--- config.mk ---
export PLATFORM = sky130hd
export DESIGN_NAME = cl_sde_class_rx
export DESIGN_NICKNAME = d
export VERILOG_FILES = /design/src/rtl/cl_sde_pkg.sv /design/src/rtl/cl_sde_argmax.sv /design/src/rtl/cl_sde_class_rx.sv
export SDC_FILE = /design/constraint.sdc
export NUM_CORES = 1
export LEC_CHECK = 0
export BUFFER_PORTS_ARGS = -buffer_cell sky130_fd_sc_hd__buf_2
export CAP_MARGIN = 20
export CORE_ASPECT_RATIO = 1.4
export CORE_MARGIN = 2
export CORE_UTILIZATION = 45
export CTS_BUF_LIST = sky130_fd_sc_hd__clkbuf_16
export CTS_CLUSTER_SIZE = 28
export DETAILED_ROUTE_END_ITERATION = 8
export PLACE_DENSITY = 0.71
export RECOVER_POWER = 50
export SLEW_MARGIN = 15
export SYNTH_ARGS = -nofsm -noshare
export SYNTH_HDL_FRONTEND = slang
export SYNTH_SLANG_ARGS = --single-unit
--- constraint.sdc ---
create_clock -name clk -period 10.2 [get_ports clk]
set_input_delay 1.02 -clock clk [delete_from_list [all_inputs] [get_ports clk]]
set_output_delay 1.02 -clock clk [all_outputs]
set_load 0.05 [all_outputs]
--- src/rtl/cl_sde_pkg.sv ---
// cl_sde_pkg
//   Shared constants and types for the SDE classifier result sink:
//   score geometry, result FIFO sizing, register byte offsets, the
//   argmax result record and a saturating counter helper.
package cl_sde_pkg;

  localparam int NUM_CLASSES = 10;
  localparam int SCORE_W     = 16;
  localparam int CLS_W       = 4;
  localparam int FIFO_DEPTH  = 16;
  localparam int PTR_W       = $clog2(FIFO_DEPTH);
  localparam int CNT_W       = PTR_W + 1;

  localparam logic [11:0] REG_CTRL        = 12'h000;
  localparam logic [11:0] REG_STATUS      = 12'h004;
  localparam logic [11:0] REG_RESULT      = 12'h008;
  localparam logic [11:0] REG_NUM_RESULTS = 12'h00C;
  localparam logic [11:0] REG_KEEP_ERR    = 12'h010;
  localparam logic [11:0] REG_LAST_ERR    = 12'h014;

  // Bytes that must be qualified by keep on every beat (20 bytes = 10 scores).
  localparam logic [19:0] KEEP_EXPECT = 20'hF_FFFF;

  typedef struct packed {
    logic [3:0]         cls;
    logic signed [15:0] score;
  } res_t;

  // Counters stick at all-ones rather than wrapping.
  function automatic logic [31:0] sat_inc(input logic [31:0] v);
    return (v == 32'hFFFF_FFFF) ? v : v + 32'd1;
  endfunction

endpackage

--- src/rtl/cl_sde_argmax.sv ---
// cl_sde_argmax
//   Two-stage pipelined argmax over NUM_CLASSES signed scores.
//   Stage 1 registers the winner of each adjacent pair, stage 2 reduces
//   the pair winners to a single (class, score). Ties go to the lower index.
// Ports
//   clk, rst_n   clock, asynchronous active-low reset
//   valid_in     scores_in carries a beat this cycle
//   scores_in    NUM_CLASSES packed signed scores, class i at [16i+15:16i]
//   valid_out    res_out holds a result (2 cycles after valid_in)
//   res_out      winning class index and score
//   inflight     number of beats currently inside the pipe (0..2)
module cl_sde_argmax
  import cl_sde_pkg::*;
(
  input  logic                           clk,
  input  logic                           rst_n,
  input  logic                           valid_in,
  input  logic [NUM_CLASSES*SCORE_W-1:0] scores_in,
  output logic                           valid_out,
  output res_t                           res_out,
  output logic [1:0]                     inflight
);

  localparam int NUM_PAIRS = (NUM_CLASSES + 1) / 2;

  res_t pair_win [NUM_PAIRS];
  res_t s1_reg   [NUM_PAIRS];
  logic s1_valid_reg;
  res_t best;

  genvar gi;
  generate
    for (gi = 0; gi < NUM_PAIRS; gi++) begin : g_pair
      localparam int LO = 2 * gi;
      localparam int HI = 2 * gi + 1;
      logic signed [SCORE_W-1:0] lo_score;
      assign lo_score = scores_in[LO*SCORE_W +: SCORE_W];
      if (HI < NUM_CLASSES) begin : g_two
        logic signed [SCORE_W-1:0] hi_score;
        assign hi_score = scores_in[HI*SCORE_W +: SCORE_W];
        // >= keeps the lower index when the pair ties
        assign pair_win[gi] = (lo_score >= hi_score) ? {CLS_W'(LO), lo_score}
                                                     : {CLS_W'(HI), hi_score};
      end else begin : g_one
        assign pair_win[gi] = {CLS_W'(LO), lo_score};
      end
    end
  endgenerate

  always_ff @(posedge clk or negedge rst_n) begin
    if (!rst_n) begin
      s1_valid_reg <= 1'b0;
      for (int i = 0; i < NUM_PAIRS; i++) s1_reg[i] <= '0;
    end else begin
      s1_valid_reg <= valid_in;
      if (valid_in) begin
        for (int i = 0; i < NUM_PAIRS; i++) s1_reg[i] <= pair_win[i];
      end
    end
  end

  // Pair winners are ordered by index, so a strict > keeps the earlier one on ties.
  always_comb begin
    best = s1_reg[0];
    for (int i = 1; i < NUM_PAIRS; i++) begin
      if ($signed(s1_reg[i].score) > $signed(best.score)) best = s1_reg[i];
    end
  end

  always_ff @(posedge clk or negedge rst_n) begin
    if (!rst_n) begin
      valid_out <= 1'b0;
      res_out   <= '0;
    end else begin
      valid_out <= s1_valid_reg;
      if (s1_valid_reg) res_out <= best;
    end
  end

  assign inflight = {1'b0, s1_valid_reg} + {1'b0, valid_out};

endmodule

--- src/rtl/cl_sde_class_rx.sv ---
// cl_sde_class_rx
//   Sink for the SDE classifier result stream. Each accepted 512b beat is
//   reduced to (class, max score) by cl_sde_argmax and pushed into a result
//   FIFO that the host drains through the cfg register port. Keep/last
//   protocol errors and the number of stored results are counted.
// Ports
//   clk, rst_n            clock, asynchronous active-low reset
//   ins_valid/ins_ready   beat handshake
//   ins_data              scores in [159:0], remaining bits ignored
//   ins_keep, ins_last    protocol qualifiers, checked and counted only
//   cfg_addr/wr/rd/wdata  register access strobes (1 cycle)
//   cfg_ack, cfg_rdata    response, one cycle after the strobe
//   result_avail          result FIFO is non-empty
module cl_sde_class_rx
  import cl_sde_pkg::*;
(
  input  logic         clk,
  input  logic         rst_n,
  input  logic         ins_valid,
  input  logic [511:0] ins_data,
  input  logic [63:0]  ins_keep,
  input  logic         ins_last,
  output logic         ins_ready,
  input  logic [11:0]  cfg_addr,
  input  logic         cfg_wr,
  input  logic         cfg_rd,
  input  logic [31:0]  cfg_wdata,
  output logic         cfg_ack,
  output logic [31:0]  cfg_rdata,
  output logic         result_avail
);

  logic             enable_reg;
  logic [CNT_W-1:0] count_reg;
  logic [PTR_W-1:0] wr_ptr_reg;
  logic [PTR_W-1:0] rd_ptr_reg;
  logic [31:0]      num_results_reg;
  logic [31:0]      keep_err_reg;
  logic [31:0]      last_err_reg;
  res_t             mem [FIFO_DEPTH];

  logic       ar_valid;
  res_t       ar_res;
  logic [1:0] inflight;

  logic beat, push, pop, rd_only, ctrl_wr, clear, empty, full;
  logic [31:0] status_word, result_word;
  logic unused_ok;

  cl_sde_argmax u_argmax (
    .clk       (clk),
    .rst_n     (rst_n),
    .valid_in  (beat),
    .scores_in (ins_data[NUM_CLASSES*SCORE_W-1:0]),
    .valid_out (ar_valid),
    .res_out   (ar_res),
    .inflight  (inflight)
  );

  // Beats already inside the pipe reserve a FIFO slot, so a push never
  // finds the FIFO full.
  assign ins_ready = enable_reg &&
                     (({1'b0, count_reg} + (CNT_W+1)'(inflight)) < (CNT_W+1)'(FIFO_DEPTH));
  assign beat      = ins_valid && ins_ready;

  assign empty        = (count_reg == '0);
  assign full         = (count_reg == CNT_W'(FIFO_DEPTH));
  assign result_avail = !empty;

  // A simultaneous write and read performs only the write.
  assign rd_only = cfg_rd && !cfg_wr;
  assign push    = ar_valid;
  assign pop     = rd_only && (cfg_addr == REG_RESULT) && !empty;
  assign ctrl_wr = cfg_wr && (cfg_addr == REG_CTRL);
  assign clear   = ctrl_wr && cfg_wdata[1];

  assign status_word = {22'd0, full, empty, 3'd0, count_reg};
  assign result_word = {1'b1, 11'd0, mem[rd_ptr_reg].score, mem[rd_ptr_reg].cls};

  assign unused_ok = ^{ins_data[511:NUM_CLASSES*SCORE_W], ins_keep[63:20], cfg_wdata[31:2]};

  always_ff @(posedge clk) begin
    if (push) mem[wr_ptr_reg] <= ar_res;
  end

  always_ff @(posedge clk or negedge rst_n) begin
    if (!rst_n) begin
      enable_reg      <= 1'b0;
      count_reg       <= '0;
      wr_ptr_reg      <= '0;
      rd_ptr_reg      <= '0;
      num_results_reg <= '0;
      keep_err_reg    <= '0;
      last_err_reg    <= '0;
      cfg_ack         <= 1'b0;
      cfg_rdata       <= '0;
    end else begin
      if (push) wr_ptr_reg <= wr_ptr_reg + 1'b1;
      if (pop)  rd_ptr_reg <= rd_ptr_reg + 1'b1;
      case ({push, pop})
        2'b10:   count_reg <= count_reg + 1'b1;
        2'b01:   count_reg <= count_reg - 1'b1;
        default: count_reg <= count_reg;
      endcase

      if (ctrl_wr) enable_reg <= cfg_wdata[0];

      if (clear) begin
        num_results_reg <= '0;
        keep_err_reg    <= '0;
        last_err_reg    <= '0;
      end else begin
        if (push) num_results_reg <= sat_inc(num_results_reg);
        if (beat && (ins_keep[19:0] != KEEP_EXPECT)) keep_err_reg <= sat_inc(keep_err_reg);
        if (beat && !ins_last) last_err_reg <= sat_inc(last_err_reg);
      end

      cfg_ack   <= cfg_wr || cfg_rd;
      cfg_rdata <= '0;
      if (rd_only) begin
        case (cfg_addr)
          REG_CTRL:        cfg_rdata <= {31'd0, enable_reg};
          REG_STATUS:      cfg_rdata <= status_word;
          REG_RESULT:      cfg_rdata <= empty ? 32'd0 : result_word;
          REG_NUM_RESULTS: cfg_rdata <= num_results_reg;
          REG_KEEP_ERR:    cfg_rdata <= keep_err_reg;
          REG_LAST_ERR:    cfg_rdata <= last_err_reg;
          default:         cfg_rdata <= '0;
        endcase
      end
    end
  end

endmodule

==> flow_metrics.py, run 1 <==
metrics = {
    "clock_tree": {
        "clock_sinks": 571,
        "cts.path.max_buffers": 3,
        "clkSlewWorstSetupHoldPaths_ps": 60,
        "cts_max_level": 2,
        "numCtsBuffers": 55,
        "cts-root-buf": "clkbuf_16",
        "cts_tree": "yes",
        "clk-insertion-delay-late_ps": 620,
        "cts-hold-fix-buffers": 0,
    },
    "sta": {
        "clock.fmax_mhz": 100,
        "rsz0062_at_grt": "yes",
        "fin_ws_ps": 209,
        "layout_min_cycle_time_ps": 9990,
        "fin_skew_ps": 21.9,
        "slew_headroom_pct": 24.4,
        "hold_ws_ps": 380,
        "finalHoldViolCount": 0,
        "finalSetupViolCount": 0,
        "slew_violations": 0,
        "tightestPinTransition_ps": 1120,
        "final.period_utilization_pct": 98.0,
    },
    "die": {
        "die_x_um": 220,
        "core_um2": 64400,
        "rows": 110,
        "start_util_pct": 45.5,
        "dieHeight_um": 306,
        "die_area_um2": 67300,
        "ios": 661,
    },
    "critical_path": {
        "cp-end-kind": "flip-flop",
        "worstPathArrival_ps": 10540,
        "crit_slowest_cell": "or4b_2",
        "slowest_delay_ps": 610,
        "cp_max_fo": 9,
        "required_ps": 10750,
        "crit_top_cell": "o21a_1",
        "critPathKind": "reg2reg",
        "startpoint_type": "flip-flop",
    },
    "synth": {
        "ys_ff_latch": 571,
        "syn-num-nets": 3212,
        "synth_edf_count": 320,
        "yosys_warnings": 0,
        "synthDistinctLibCells": 73,
        "async_flop_share_pct": 44.0,
        "ys_top_cells_by_area": "edfxtp_1 33%, dfrtp_1 21%, mux4_2 7.7%, ha_1 6.5%, nor2_1 2.5%",
        "synth_top_area_share_pct": 32.8,
        "synth_top_area_cell": "edfxtp_1",
        "ys.flop_type": "edfxtp_1",
        "seq_area_frac_synth_pct": 54.2,
        "syn_avg_cell_area_um2": 12.1,
        "synth_area_um2": 29300,
        "syn_inst": 2432,
    },
    "worst_hold_path": {
        "hold_path.class": "in2async",
    },
    "final_layout": {
        "mostFrequentLayoutCells": "320 x edfxtp_1, 248 x dfrtp_1, 233 x buf_2, 190 x nor2_1, 183 x nand2_1",
        "final_cells": 3608,
        "multi_input_area_um2": 12600,
        "final_nets": 3500,
        "largest_reg_flops": 320,
        "fillers": 5449,
        "regArea_um2": 15900,
        "layout.cells.most_common": "edfxtp_1",
        "drive_gt1_share_pct": 23.5,
        "fin_area_um2": 34000,
        "syn_to_final_growth_pct": 15.9,
    },
    "route": {
        "drc": 0,
        "via_per_inst": 5.76,
        "drt-total-wl_um": 75500,
        "drt_iter0_markers": 1860,
        "vias": 20800,
        "drt_pass1_iterations": 7,
        "ant_nets": 0,
        "wl_per_cell_um": 20.9,
    },
    "pwr": {
        "power.leakage_nw": 14.7,
        "pwr_density_cell_nw_per_um2": 196,
        "peakVddDrop_uv": 194,
    },
    "grt": {
        "grt_pass1_vias": 21400,
        "grt_pass1_wl_um": 118000,
        "track_usage_pct": 22.6,
        "grt_max_degree": 169,
        "antenna_found_initial": 5,
        "overflow": 0,
    },
    "place": {
        "post_dp_cell_area_um2": 32000,
        "gp_congestion": 0.932,
        "port_buffers": 234,
        "dp_worst_setup_slack_ps": -201,
        "hpwl_um": 53700,
        "dp.cells": 3491,
    },
    "outcome": {
        "status": "finished clean",
    },
    "job": {
        "max_cap_violations": 0,
    },
}
## timing repair
action                                  in CTS  in global routing
endpoints found under the hold margin        0                  0
setup buffers                                2                  7
cloned                                       0                  0
pin swaps                                    2                 12
endpoints found under the setup margin      18                 20
resized for setup                            3                 43
## area by class of cell
type                    instances  area share, %
multi-input cells            1586           37.2
diodes                          1        0.00736
repair buffers                347           6.18
flip-flops and latches        571           46.8
clock inverters                49          0.994
well taps                     840           3.09
inverters                     159           1.76
clock buffers                  55           4.05
## report_power, final
part	leakage, nW	switching, mW	internal (mW)
Sequential	6.94	0.0437	2.47
Combinational	6.87	1.21	1.00
Clock	0.914	0.869	1.08
Total	14.7	2.12	4.55
## cells in the mapped netlist (14+ instances only)
cell and count:
edfxtp_1 320, dfrtp_1 251, nor2_1 196, nand2_1 184, inv_1 157, ha_1 153, a21oi_1 123, o21ai_0 122
mux4_2 100, clkbuf_1 91, xor2_1 66, nand3_1 60, mux2i_1 55, nand4_1 53, mux2_2 50, a221o_1 43
and3_1 41, nor2b_1 26, xnor2_1 22, o21a_1 21, or3_1 21, nor3_1 19, o211ai_1 19, buf_1 18
a21o_1 17, nand2b_1 16, a222oi_1 15, o311ai_0 15, and4_1 14, nor4_1 14
## kinds of logic (layout without fill, tap and decap cells)
group           Yosys count  after routing  synth area share [%]
fa+ha+maj               154            154                  6.60
mux                     205            205                  11.5
compound gates          451            451                  10.1
simple gates            688            688                  11.4
buf+inv                 275            610                  3.55
xor+xnor                 88             88                  2.63
flops                   571            571                  54.2
other cells               0              1                     0
## worst max-delay path: cells and delay by family (launching register included)
| kind | cells | cell delay (ps) |
|---|---|---|
| fa+ha+maj | 4 | 1170 |
| flops | 1 | 350 |
| mux | 1 | 350 |
| simple gates | 13 | 2970 |
| compound gates | 23 | 4100 |
| buf+inv | 7 | 970 |
## stage by stage
| stage | setup TNS [ps] | power, mW | utilization [%] |
|---|---|---|---|
| finish | 0 | 6.67 | 52.8 |
| global route | -2790 | 7.01 | 52.8 |
| CTS | 0 | 6.61 | 52.4 |
| detailed placement | -2530 | 4.63 | 49.7 |
| global placement | -76.4 | 4.57 | 49.7 |
| floorplan | 0 | 3.85 | - |
## path summary, 6_finish.rpt
path | endpoint | slack [ps] | cells past startpoint | start
worst max-delay path | u_argmax.res_out[5] | 210 | 48 | u_argmax.s1_reg[95]
worst min-delay path | u_argmax.s1_reg[87] | 380 | 1 | rst_n
worst max register to register | u_argmax.res_out[5] | 210 | 48 | u_argmax.s1_reg[95]
worst min register to register | u_argmax.s1_reg[96] | 480 | 2 | u_argmax.s1_reg[96]
max in group asynchronous | rd_ptr_reg[0] | 8350 | 2 | rst_n
min in group clk | u_argmax.s1_reg[96] | 480 | 2 | u_argmax.s1_reg[96]
## layer usage
metal | wire length [um] | global-route usage, %
met1 | 28100 | 26.1
met3 | 3810 | 3.11
met2 | 40100 | 41.4
met4 | 3420 | 9.72
met5 | 33 | 0
Power figures use the tool's default switching activity.
==> inputs of run 2 (changes only) <==
- CELL_PAD_IN_SITES_DETAIL_PLACEMENT: default -> 1
- CELL_PAD_IN_SITES_GLOBAL_PLACEMENT: default -> 2
- CORE_UTILIZATION: 45 -> 32
- MAX_ROUTING_LAYER: default -> met4
- PLACE_DENSITY: 0.71 -> default
- PLACE_DENSITY_LB_ADDON: default -> 0.1
==> run 2 against run 1 <==
Final cell count up 14%. The run now ends with max-capacitance violations, max-slew violations left. Final area grew 6.0%. Register-to-register slack lost 170 ps. Via count increased by 0.45%. Power increased by 12%. Flip-flop and latch count is the same. First-iteration DRC count shrank 48%. Die area up 40%. Core utilization is 13 points lower. Clock power up 5%. Largest cell class unchanged. Maximum frequency down 1.7%.
==> flow_metrics.py, run 2 (synthesis results as in run 1) <==
metrics = {
    "grt": {
        "grt_max_degree": 90,
        "track_usage_pct": 19.6,
        "grt_pass1_wl_um": 137000,
        "overflow": 0,
        "grt_pass1_vias": 23100,
        "antenna_found_initial": 6,
    },
    "die": {
        "ios": 661,
        "core_um2": 91000,
        "die_area_um2": 94100,
        "dieHeight_um": 362,
        "start_util_pct": 32.2,
        "die_x_um": 260,
        "rows": 131,
    },
    "sta": {
        "finalSetupViolCount": 0,
        "slew_violations": 229,
        "finalHoldViolCount": 0,
        "rsz0062_at_grt": "yes",
        "fin_ws_ps": 35.2,
        "layout_min_cycle_time_ps": 10160,
        "clock.fmax_mhz": 98.4,
        "final.period_utilization_pct": 99.7,
        "hold_ws_ps": 491,
        "tightestPinTransition_ps": 4970,
        "slew_headroom_pct": -231,
        "fin_skew_ps": 21.9,
    },
    "final_layout": {
        "mostFrequentLayoutCells": "320 x edfxtp_1, 249 x dfrtp_1, 233 x buf_2, 210 x buf_4, 183 x nand2_1",
        "largest_reg_flops": 320,
        "fillers": 9806,
        "syn_to_final_growth_pct": 22.9,
        "final_nets": 3627,
        "layout.cells.most_common": "edfxtp_1",
        "drive_gt1_share_pct": 28.5,
    },
    "pwr": {
        "peakVddDrop_uv": 154,
        "power_mw": 7.46,
        "power.leakage_nw": 15.4,
        "pwr_density_cell_nw_per_um2": 207,
    },
    "route": {
        "ant_nets": 0,
        "drt_iter0_markers": 972,
        "drc": 0,
        "drt_pass1_iterations": 6,
        "via_per_inst": 5.09,
        "wl_per_cell_um": 21.8,
        "vias": 20900,
        "drt-total-wl_um": 89200,
    },
    "place": {
        "dp_worst_setup_slack_ps": -697,
        "hpwl_um": 64200,
        "port_buffers": 234,
        "gp_congestion": 0.789,
    },
    "critical_path": {
        "reg2reg_slack_ps": 40,
        "worstPathArrival_ps": 10730,
        "r2r_end": "u_argmax.res_out[17]",
        "cp-end-kind": "flip-flop",
        "startpoint_type": "flip-flop",
        "required_ps": 10770,
        "rr_worst_depth": 52,
        "critPathKind": "reg2reg",
        "r2r-start": "u_argmax.s1_reg[93]",
        "crit_slowest_cell": "or4b_4",
        "cp_max_fo": 6,
        "crit_path_start": "u_argmax.s1_reg[93]",
        "slowest_delay_ps": 490,
        "crit_top_cell": "buf_4",
    },
    "clock_tree": {
        "cts_tree": "yes",
        "numCtsBuffers": 58,
        "cts.path.max_buffers": 3,
        "clock_sinks": 571,
        "clkSlewWorstSetupHoldPaths_ps": 60,
        "cts-root-buf": "clkbuf_16",
        "cts_max_level": 2,
        "clk-insertion-delay-late_ps": 640,
    },
    "worst_hold_path": {
        "hold_end": "u_argmax.s1_reg[40]",
        "hold_path.class": "reg2reg",
        "min_path_cells": 2,
        "min_from": "u_argmax.s1_reg[40]",
    },
    "outcome": {
        "violations": "max-capacitance violations, max-slew violations",
        "status": "finished, violations left",
    },
    "job": {
        "max_cap_violations": 4,
    },
}
run 2: changes by cell type in the layout (fill, tap and decap cells not counted), moves of 9 or more:
cell | before | now
and2_1 | 13 | 4
ha_1 | 151 | 134
and2_2 | 0 | 9
nor2_1 | 190 | 180
buf_4 | 104 | 210
ha_4 | 1 | 18
buf_6 | 3 | 12
run 2: stage by stage:
stage	cell area (um^2)	std cells	util [%]	TNS [ps]
after global routing	36100	4099	39.6	-5070
after CTS	35700	4076	39.3	0
after detailed placement	33100	3929	36.4	-12280
after global placement	33100	3928	36.4	-9970
after floorplan	29400	2432	-	0
final	36100	4099	39.6	0
run 2: worst max-delay path, delay by kind of cell (launching register included):
kind	cells	cell delay, ps
and+or+nand+nor	12	2760
muxes	1	340
buffers and inverters	18	2350
adders and majority gates	3	810
DFF	1	410
AOI/OAI and AO/OA	18	3410
run 2: final cells by class:
class | instances | area [um^2] | share of cell area (%)
well taps | 1197 | 1500 | 4.15
clock buffers | 58 | 1450 | 4.03
clock inverters | 52 | 334 | 0.927
repair buffers | 470 | 3110 | 8.64
inverters | 159 | 599 | 1.66
flip-flops and latches | 571 | 15900 | 44.1
diodes | 5 | 12.5 | 0.0347
multi-input cells | 1587 | 13200 | 36.5
run 2: per-layer routing:
metal,GRT usage (%),up-vias,wire length [um]
li1,-,9912,-
met1,20.9,10400,34000
met2,36.0,416,48000
met3,2.70,148,3410
met4,7.97,0,3780
met5,-,-,0
run 2: worst max-delay path by stage:
| stage | endpoint | cells after the start |
|---|---|---|
| 3_5_place_dp | u_argmax.res_out[3] | 48 |
| 4_1_cts | u_argmax.res_out[3] | 52 |
| 6_report | u_argmax.res_out[17] | 52 |
| 5_1_grt | u_argmax.res_out[17] | 54 |
| 2_1_floorplan | u_argmax.res_out[10] | 49 |
| 3_3_place_gp | u_argmax.res_out[18] | 48 |
run 2: timing repair:
| action | CTS | global route |
|---|---|---|
| buffers inserted | 35 | 19 |
| gates cloned | 5 | 0 |
| hold buffers | 0 | 0 |
| setup endpoints to repair | 20 | 20 |
| resized for setup | 91 | 49 |
| pin swaps | 37 | 38 |
run 2: power by group:
group	leakage, nW	internal, mW	total, mW	switching [mW]
Clock	0.937	1.11	2.04	0.931
Combinational	7.57	1.51	2.91	1.40
Sequential	6.94	2.47	2.51	0.0440
==> inputs of run 3 (changes only) <==
- CORE_UTILIZATION: 32 -> 39
- clock period: 10.2 -> 12.3 ns (I/O delays scaled with it)
==> run 3 against run 2 <==
The run still ends with max-capacitance violations, max-slew violations left. Power fell by 27%. Non-clock buffer count fell by 167. Core utilization rose by 5.5 points. Critical endpoint is now u_argmax.res_out[3].
==> flow_metrics.py, run 3 (synthesis results as in run 1) <==
metrics = {
    "route": {
        "wl_met2_um": 47800,
        "drc": 0,
        "drt_iter0_markers": 1151,
        "wl_met1_um": 32300,
        "via_per_inst": 5.53,
        "drt_pass1_iterations": 6,
        "vias": 20400,
        "wl_per_cell_um": 23.1,
        "ant_nets": 0,
        "drt-total-wl_um": 85400,
        "wl_met3_um": 2830,
        "highest_layer": "met4",
    },
    "grt": {
        "grt_pass1_vias": 22400,
        "antenna_found_initial": 4,
        "overflow": 0,
        "track_usage_pct": 23.0,
        "grt_pass1_wl_um": 132000,
        "grt_max_degree": 75,
    },
    "critical_path": {
        "worstPathArrival_ps": 11820,
        "required_ps": 12830,
        "r2r-start": "u_argmax.s1_reg[95]",
        "reg2reg_slack_ps": 1010,
        "cp-end-kind": "flip-flop",
        "cp_max_fo": 19,
        "critPathKind": "reg2reg",
        "startpoint_type": "flip-flop",
        "crit_top_cell": "o21a_1",
        "r2r_end": "u_argmax.res_out[3]",
        "rr_worst_depth": 48,
        "slowest_delay_ps": 620,
        "crit_slowest_cell": "or4b_2",
    },
    "pwr": {
        "peakVddDrop_uv": 110,
        "power.leakage_nw": 14.5,
        "pwr_density_cell_nw_per_um2": 161,
    },
    "worst_hold_path": {
        "min_from": "u_argmax.s1_reg[56]",
        "hold_end": "u_argmax.s1_reg[56]",
        "hold_path.class": "reg2reg",
        "min_path_cells": 2,
    },
    "clock_tree": {
        "cts_tree": "yes",
        "cts-root-buf": "clkbuf_16",
        "clock_sinks": 571,
        "clkSlewWorstSetupHoldPaths_ps": 60,
        "post-cts-setup-buffers": 0,
        "cts_max_level": 2,
        "numCtsBuffers": 57,
        "ctsResizeCount": 0,
        "clk-insertion-delay-late_ps": 640,
        "cts-hold-fix-buffers": 0,
        "cts.path.max_buffers": 3,
    },
    "final_layout": {
        "syn_to_final_growth_pct": 15.2,
        "largest_reg_flops": 320,
        "drive_gt1_share_pct": 20.9,
        "final_nets": 3458,
        "layout.cells.most_common": "edfxtp_1",
        "mostFrequentLayoutCells": "320 x edfxtp_1, 249 x dfrtp_1, 232 x buf_2, 195 x nor2_1, 183 x nand2_1",
    },
    "sta": {
        "slew_headroom_pct": -189,
        "rsz0062_at_grt": "no",
        "tightestPinTransition_ps": 4330,
        "slew_violations": 334,
        "fin_ws_ps": 1010,
        "finalSetupViolCount": 0,
        "final.period_utilization_pct": 91.8,
        "finalHoldViolCount": 0,
        "fin_skew_ps": 23.0,
        "clock.fmax_mhz": 88.6,
        "layout_min_cycle_time_ps": 11290,
        "setup_tns_ps": 0,
    },
    "place": {
        "hpwl_um": 62900,
        "dp_worst_setup_slack_ps": 952,
        "port_buffers": 234,
        "gp_congestion": 0.839,
    },
    "job": {
        "max_cap_violations": 10,
    },
    "die": {
        "die_x_um": 236,
        "core_um2": 74900,
        "rows": 119,
        "dieHeight_um": 328,
        "die_area_um2": 77400,
        "start_util_pct": 39.2,
        "ios": 661,
    },
    "outcome": {
        "violations": "max-capacitance violations, max-slew violations",
        "status": "finished, violations left",
    },
}
## run 3: cell count changes in the layout (fill, tap and decap cells not counted), moves of 10 or more
| cell | before | now |
|---|---|---|
| buf_4 | 210 | 55 |
| ha_1 | 134 | 153 |
| ha_4 | 18 | 0 |
| a21oi_1 | 108 | 123 |
| nor2_1 | 180 | 195 |
| buf_6 | 12 | 2 |
| nor2_2 | 10 | 0 |
## run 3: metrics by stage
step           cells  util (%)  area, um^2  hold slack (ps)  power (mW)
3_5_place_dp    3585      42.6       31900              477        3.69
2_1_floorplan   2432         -       29300              439        3.18
3_3_place_gp    3583      42.5       31900              463        3.65
4_1_cts         3692      45.1       33800              492        5.49
6_report        3697      45.1       33800              483        5.43
5_1_grt         3697      45.1       33800              518        5.72
## run 3: per-layer routing
metal,global-route usage [%],up-vias
met5,-,-
met4,6.63,0
met3,2.80,126
met2,44.0,395
met1,24.7,10400
li1,-,9553
## run 3: worst max-delay path by stage
| stage | startpoint | endpoint | slack (ps) | depth (start not counted) |
|---|---|---|---|---|
| after floorplan | u_argmax.s1_reg[75] | u_argmax.res_out[10] | 1680 | 51 |
| after global placement | u_argmax.s1_reg[95] | u_argmax.res_out[17] | 730 | 49 |
| after detailed placement | u_argmax.s1_reg[95] | u_argmax.res_out[3] | 950 | 48 |
| after CTS | u_argmax.s1_reg[95] | u_argmax.res_out[3] | 900 | 48 |
| after global routing | u_argmax.s1_reg[95] | u_argmax.res_out[8] | 60 | 49 |
| final | u_argmax.s1_reg[95] | u_argmax.res_out[3] | 1010 | 48 |
## run 3: report_power, final
part	leakage [nW]	internal (mW)	switching (mW)
clock network	0.981	1.01	0.768
logic	6.55	0.670	0.907
registers	6.94	2.04	0.0360
total	14.5	3.72	1.71
## run 3: area by class of cell
cell class / count / area, um^2
Clock inverter: 49 / 452
Timing Repair Buffer: 303 / 1690
Tap cell: 968 / 1210
Clock buffer: 58 / 1450
Sequential cell: 571 / 15900
Inverter: 159 / 597
Fill cell: 7874 / 41100
Antenna cell: 3 / 7.51
Multi-Input combinational cell: 1586 / 12500
## run 3: critical path, delay by kind of cell (launching register included)
family                     cells  cell delay [ps]
AOI/OAI and AO/OA             22             4630
adders and majority gates      4             1230
buffers and inverters          6              960
DFF                            1              380
muxes                          2              710
and+or+nand+nor               14             3270
